===== src/rtl/serial_shift_unit_if.sv =====
// Request/result handshake bundle for serial_shift_unit.
// master = issue/writeback side, slave = the shift unit.
interface serial_shift_unit_if #(
    parameter int WIDTH   = 8,
    parameter int SHAMT_W = $clog2(WIDTH) + 1
);
    logic               in_valid;
    logic               in_ready;
    logic [WIDTH-1:0]   in_data;
    logic [SHAMT_W-1:0] in_shamt;
    logic [1:0]         in_op;
    logic               out_valid;
    logic               out_ready;
    logic [WIDTH-1:0]   out_data;
    logic               out_ovf;

    modport master (
        output in_valid, in_data, in_shamt, in_op, out_ready,
        input  in_ready, out_valid, out_data, out_ovf
    );

    modport slave (
        input  in_valid, in_data, in_shamt, in_op, out_ready,
        output in_ready, out_valid, out_data, out_ovf
    );
endinterface


===== src/rtl/serial_shift_unit.sv =====
// Multi-cycle shifter: one 1-bit SLL/SRL/SLA/SRA step per clock, with a
// valid/ready request side and a valid/ready result side.
module serial_shift_unit #(
    parameter int WIDTH   = 8,
    parameter int SHAMT_W = $clog2(WIDTH) + 1
) (
    input  logic                 clk,
    input  logic                 rst_n,
    serial_shift_unit_if.slave   bus
);
    localparam int CNT_W = $clog2(WIDTH + 1);

    localparam logic [1:0] OP_SLL = 2'b00;
    localparam logic [1:0] OP_SRL = 2'b01;
    localparam logic [1:0] OP_SLA = 2'b10;
    localparam logic [1:0] OP_SRA = 2'b11;

    typedef enum logic [1:0] {
        IDLE  = 2'd0,
        SHIFT = 2'd1,
        DONE  = 2'd2
    } state_t;

    state_t             state_r, state_n;
    logic [WIDTH-1:0]   work_r, work_n;
    logic [1:0]         op_r, op_n;
    logic [CNT_W-1:0]   cnt_r, cnt_n;
    logic               ovf_r, ovf_n;
    logic               in_ready_r;
    logic               out_valid_r;
    logic [CNT_W-1:0]   shamt_clip_s;

    function automatic logic [WIDTH-1:0] shift_step(input logic [WIDTH-1:0] w,
                                                    input logic [1:0]       op);
        case (op)
            OP_SLL, OP_SLA: shift_step = {w[WIDTH-2:0], 1'b0};
            OP_SRL:         shift_step = {1'b0, w[WIDTH-1:1]};
            OP_SRA:         shift_step = {w[WIDTH-1], w[WIDTH-1:1]};
            default:        shift_step = w;
        endcase
    endfunction

    // Amounts of WIDTH or more all give the same fully-shifted result.
    assign shamt_clip_s = (32'(bus.in_shamt) >= WIDTH) ? CNT_W'(WIDTH)
                                                      : CNT_W'(bus.in_shamt);

    // Next-state and datapath update.
    always_comb begin
        state_n = state_r;
        work_n  = work_r;
        op_n    = op_r;
        cnt_n   = cnt_r;
        ovf_n   = ovf_r;
        case (state_r)
            IDLE: begin
                if (bus.in_valid) begin
                    work_n = bus.in_data;
                    op_n   = bus.in_op;
                    cnt_n  = shamt_clip_s;
                    ovf_n  = 1'b0;
                    if (shamt_clip_s == CNT_W'(0)) begin
                        state_n = DONE;
                    end else begin
                        state_n = SHIFT;
                    end
                end else begin
                    state_n = IDLE;
                end
            end
            SHIFT: begin
                work_n = shift_step(work_r, op_r);
                cnt_n  = cnt_r - CNT_W'(1);
                // Sign overflow is judged on the operand before each left step.
                if ((op_r == OP_SLA) && (work_r[WIDTH-1] != work_r[WIDTH-2])) begin
                    ovf_n = 1'b1;
                end else begin
                    ovf_n = ovf_r;
                end
                if (cnt_r <= CNT_W'(1)) begin
                    state_n = DONE;
                end else begin
                    state_n = SHIFT;
                end
            end
            DONE: begin
                if (bus.out_ready) begin
                    state_n = IDLE;
                end else begin
                    state_n = DONE;
                end
            end
            default: begin
                state_n = IDLE;
            end
        endcase
    end

    // State, datapath and handshake-output registers.
    always_ff @(posedge clk or negedge rst_n) begin
        if (!rst_n) begin
            state_r     <= IDLE;
            work_r      <= '0;
            op_r        <= 2'b00;
            cnt_r       <= '0;
            ovf_r       <= 1'b0;
            in_ready_r  <= 1'b1;
            out_valid_r <= 1'b0;
        end else begin
            state_r     <= state_n;
            work_r      <= work_n;
            op_r        <= op_n;
            cnt_r       <= cnt_n;
            ovf_r       <= ovf_n;
            in_ready_r  <= (state_n == IDLE);
            out_valid_r <= (state_n == DONE);
        end
    end

    assign bus.in_ready  = in_ready_r;
    assign bus.out_valid = out_valid_r;
    assign bus.out_data  = work_r;
    assign bus.out_ovf   = ovf_r;
endmodule


===== src/flat_wrapper.sv =====
// flat-port wrapper written by rule: the top's interface ports become plain ports
module serial_shift_unit_flat 
#(
    parameter int WIDTH   = 8,
    parameter int SHAMT_W = $clog2(WIDTH) + 1
)
  (clk, rst_n, bus_in_valid, bus_in_data, bus_in_shamt, bus_in_op, bus_out_ready, bus_in_ready, bus_out_valid, bus_out_data, bus_out_ovf);
  serial_shift_unit_if #(.WIDTH(WIDTH), .SHAMT_W(SHAMT_W)) bus_i ();
  input  logic clk;
  input  logic rst_n;
  input wire logic [$bits(bus_i.in_valid)-1:0] bus_in_valid;
  input wire logic [$bits(bus_i.in_data)-1:0] bus_in_data;
  input wire logic [$bits(bus_i.in_shamt)-1:0] bus_in_shamt;
  input wire logic [$bits(bus_i.in_op)-1:0] bus_in_op;
  input wire logic [$bits(bus_i.out_ready)-1:0] bus_out_ready;
  output wire logic [$bits(bus_i.in_ready)-1:0] bus_in_ready;
  output wire logic [$bits(bus_i.out_valid)-1:0] bus_out_valid;
  output wire logic [$bits(bus_i.out_data)-1:0] bus_out_data;
  output wire logic [$bits(bus_i.out_ovf)-1:0] bus_out_ovf;
  assign bus_i.in_valid = bus_in_valid;
  assign bus_i.in_data = bus_in_data;
  assign bus_i.in_shamt = bus_in_shamt;
  assign bus_i.in_op = bus_in_op;
  assign bus_i.out_ready = bus_out_ready;
  assign bus_in_ready = bus_i.in_ready;
  assign bus_out_valid = bus_i.out_valid;
  assign bus_out_data = bus_i.out_data;
  assign bus_out_ovf = bus_i.out_ovf;
  serial_shift_unit #(.WIDTH(WIDTH), .SHAMT_W(SHAMT_W)) u_core (.clk(clk), .rst_n(rst_n), .bus(bus_i));
endmodule

===== config.mk =====
export PLATFORM = sky130hd
export DESIGN_NAME = serial_shift_unit_flat
export DESIGN_NICKNAME = d
export VERILOG_FILES = /design/src/rtl/serial_shift_unit_if.sv /design/src/rtl/serial_shift_unit.sv /design/src/flat_wrapper.sv
export SDC_FILE = /design/constraint.sdc
export NUM_CORES = 1
export LEC_CHECK = 0
export CAP_MARGIN = 30
export CORE_ASPECT_RATIO = 1.4
export CORE_UTILIZATION = 35
export CTS_BUF_LIST = sky130_fd_sc_hd__clkbuf_2
export DETAILED_ROUTE_END_ITERATION = 6
export HOLD_SLACK_MARGIN = 0.06
export PLACE_DENSITY = 0.63
export SYNTH_ARGS = -nofsm -noshare
export SYNTH_HDL_FRONTEND = slang
export SYNTH_SLANG_ARGS = --single-unit

===== constraint.sdc =====
create_clock -name clk -period 1.45 [get_ports clk]
set_input_delay 0.29 -clock clk [delete_from_list [all_inputs] [get_ports clk]]
set_output_delay 0.29 -clock clk [all_outputs]
set_load 0.05 [all_outputs]

==> results.txt <==
status -> completed
Main synth FF type -> dfrtp_1
gr busiest metal -> met2
sequential-to-total area share from yosys stat -> 44.25%
remaining routing DRC violations -> 0
peak supply drop -> 1.263 mV
Final Util -> 55.10%
Pre-antenna DRT Iters -> 4
Initial Util -> 37.06%
Die X -> 48.89 microns
Pwr Total -> 3927 uW
synth unique cells -> 36
RSZ-0062 raised after global routing -> false
GPL Wtd Cong -> 0.8632
Slew headroom -> 67.50%
Comb power frac -> 64.1%
M2 GR Usage -> 32.64%
Yosys reg bits -> 19
Post-synth EDFFs -> 0
vias post-DR -> 968
CP startpoint kind -> register
Cell Area, Synth -> 0.001077 sq mm
met3 usage -> 2.477%
worst-margin pin slew -> 0.4875 ns
Setup Skew -> 0.001099 ns
GR Overflow Total -> 0
CTS Buffer Depth -> 2
I/O Buffers -> 28
leakage -> 0.0006940 uW
global-route wire length before repair -> 4409 microns
largest net degree at the start of global routing -> 20
Crit path arrival time -> 1.05 ns
part of the power in registers -> 30.0%
Final ANT Viol Nets -> 0
f_max -> 0.7444 GHz
# diodes -> 0
P_sw -> 1758 uW
placed cell count -> 178
Syn Nets -> 126
num rows -> 23
CP Class -> register to primary output
worst skew pair latency -> 0.31 ns
initial antenna violation count -> 0
layout cell share with drive strength beyond 1 -> 25.52%
Post-Synthesis Cells -> 106
ys async rst share -> 100.0%
CTS Root Cell -> clkbuf_2
YS warnings -> 0
nets -> 166
CTS tree -> done
met1 usage in global routing -> 19.44%
Setup TNS Final -> 0 ns
type of the worst min-delay path -> primary input to async pin
required time of the critical path -> 1.16 ns
count leader, synth -> dfrtp_1
top cells by area, synth -> dfrtp_1 42%, mux2i_1 6.5%, a221oi_1 4.1%
period utilization -> 92.65%
Ports -> 29
Clock power frac -> 5.9%
HPWL Detailed -> 1976 microns
Int Power -> 2168 uW
Die Footprint -> 0.003307 sq mm
sw frac -> 44.78%
Pins Over Slew Limit -> 0
clock sinks -> 19
gr usage total -> 17.76%
CTS clk-pin slew, worst paths -> 0.17 ns
vias in the first global route -> 978
H-tree depth -> 1
via/cell ratio -> 5.319
critical-path maximum fanout -> 4
hold buffers post-CTS -> 0
Layout Cells excl Fill -> 182
routed length per instance -> 14.58 microns
Layout area overhead -> 48.66%
area leader, netlist -> dfrtp_1
core area -> 0.002907 sq mm
Finish-stage setup viols -> 0
PD cells -> 2452 mW/mm^2
Synth top cells by count -> 18 x dfrtp_1, 8 x a21oi_1, 7 x mux2i_1, 7 x nor2b_1
capturing element type of the critical path -> primary output
First DRT Iteration DRCs -> 7
Post-Route WL -> 2654 microns
Hold Vio Cnt, Final -> 0
synthesized area per cell -> 10.16 sq um
share of the synthesized area in the top cell type -> 41.81%
CTS Buf Count -> 3
Min Clock Period, post-route -> 1.343 ns
Max-Cap Viols -> 0
die height -> 67.65 microns
==> sequential cells by signal (all words and copies together) (netlist names) <==
name / flops
u_core.bus.out_ovf: 1
u_core.op_r: 2
u_core.bus.out_data: 8
u_core.state_r: 2
u_core.bus.out_valid: 1
u_core.cnt_r: 4
u_core.bus.in_ready: 1
==> metal layers <==
metal,up-vias,routed length [microns]
li1,476,-
met1,454,1131
met2,28,1371
met4,0,68
met5,-,0
met3,10,83
==> logic make-up after synthesis <==
| kind of cell | synth area share, % |
|---|---|
| compound gates | 22.76 |
| xor+xnor | 0.8132 |
| fa+ha+maj | 2.323 |
| buf+inv | 5.690 |
| flops | 44.25 |
| mux | 8.595 |
| simple gates | 15.56 |
==> cell type report <==
type	count	area, sq um
fill	262	1305
sequential	19	478.0
multi-input combinational	74	539.3
clock buffer	4	20.02
tap	37	46.29
inverter	6	22.52
timing repair buffer	42	495.5
==> power groups by stage <==
stage	Sequential [uW]	Combinational (uW)	Clock (uW)
after floorplan	1490	1090	0
after global placement	1190	2480	0
after detailed placement	1190	2520	0
after CTS	1180	2530	243
after global routing	1220	2680	261
final	1180	2520	231
==> metrics by stage <==
step / setup WS [ns] / hold slack (ns) / cell area, sq um
after floorplan: 0.1311 / -0.005591 / 1077
after global placement: -0.1625 / 0.5228 / 1580
after detailed placement: -0.1882 / 0.5260 / 1580
after CTS: 0.08722 / 0.2893 / 1600
after global routing: 0.01003 / 0.2903 / 1602
final: 0.1066 / 0.2948 / 1602
==> critical path, cell delays in order (launching register included) <==
cell and delay (ns):
dfrtp_1 0.44, buf_4 0.17, buf_12 0.14
==> worst paths after layout <==
kind	depth (start not counted)	to	startpoint	slack, ns
max	2	bus_out_data[6]	u_core.bus.out_data[6]	0.11
min	2	u_core.bus.out_data[4]	rst_n	0.29
max reg2reg	5	u_core.cnt_r[3]	u_core.state_r[1]	0.11
min reg2reg	1	u_core.op_r[1]	u_core.op_r[1]	0.56
max in group asynchronous	2	u_core.bus.in_ready	rst_n	0.90
min in group clk	1	u_core.op_r[1]	u_core.op_r[1]	0.56
==> layout by cell type, fill, tap and decap left out, types with 2 or more instances in the layout <==
master and instances:
a21oi_1 8, a221oi_1 5, a22o_2 2, and3_1 2, buf_12 11, buf_4 14
clkbuf_2 4, clkdlybuf4s50_1 17, dfrtp_1 17, ha_1 2, inv_1 6, mux2_2 2
mux2i_1 7, nand2_1 2, nand2b_1 2, nand3_1 2, nor2_1 4, nor2b_1 7
o21ai_0 5, o22ai_1 6, o31ai_1 3
==> what timing repair did <==
item,CTS,global route
endpoints found under the setup margin,0,1
buffers inserted,0,0
gates resized for setup,0,1
Power figures use the tool's default switching activity.
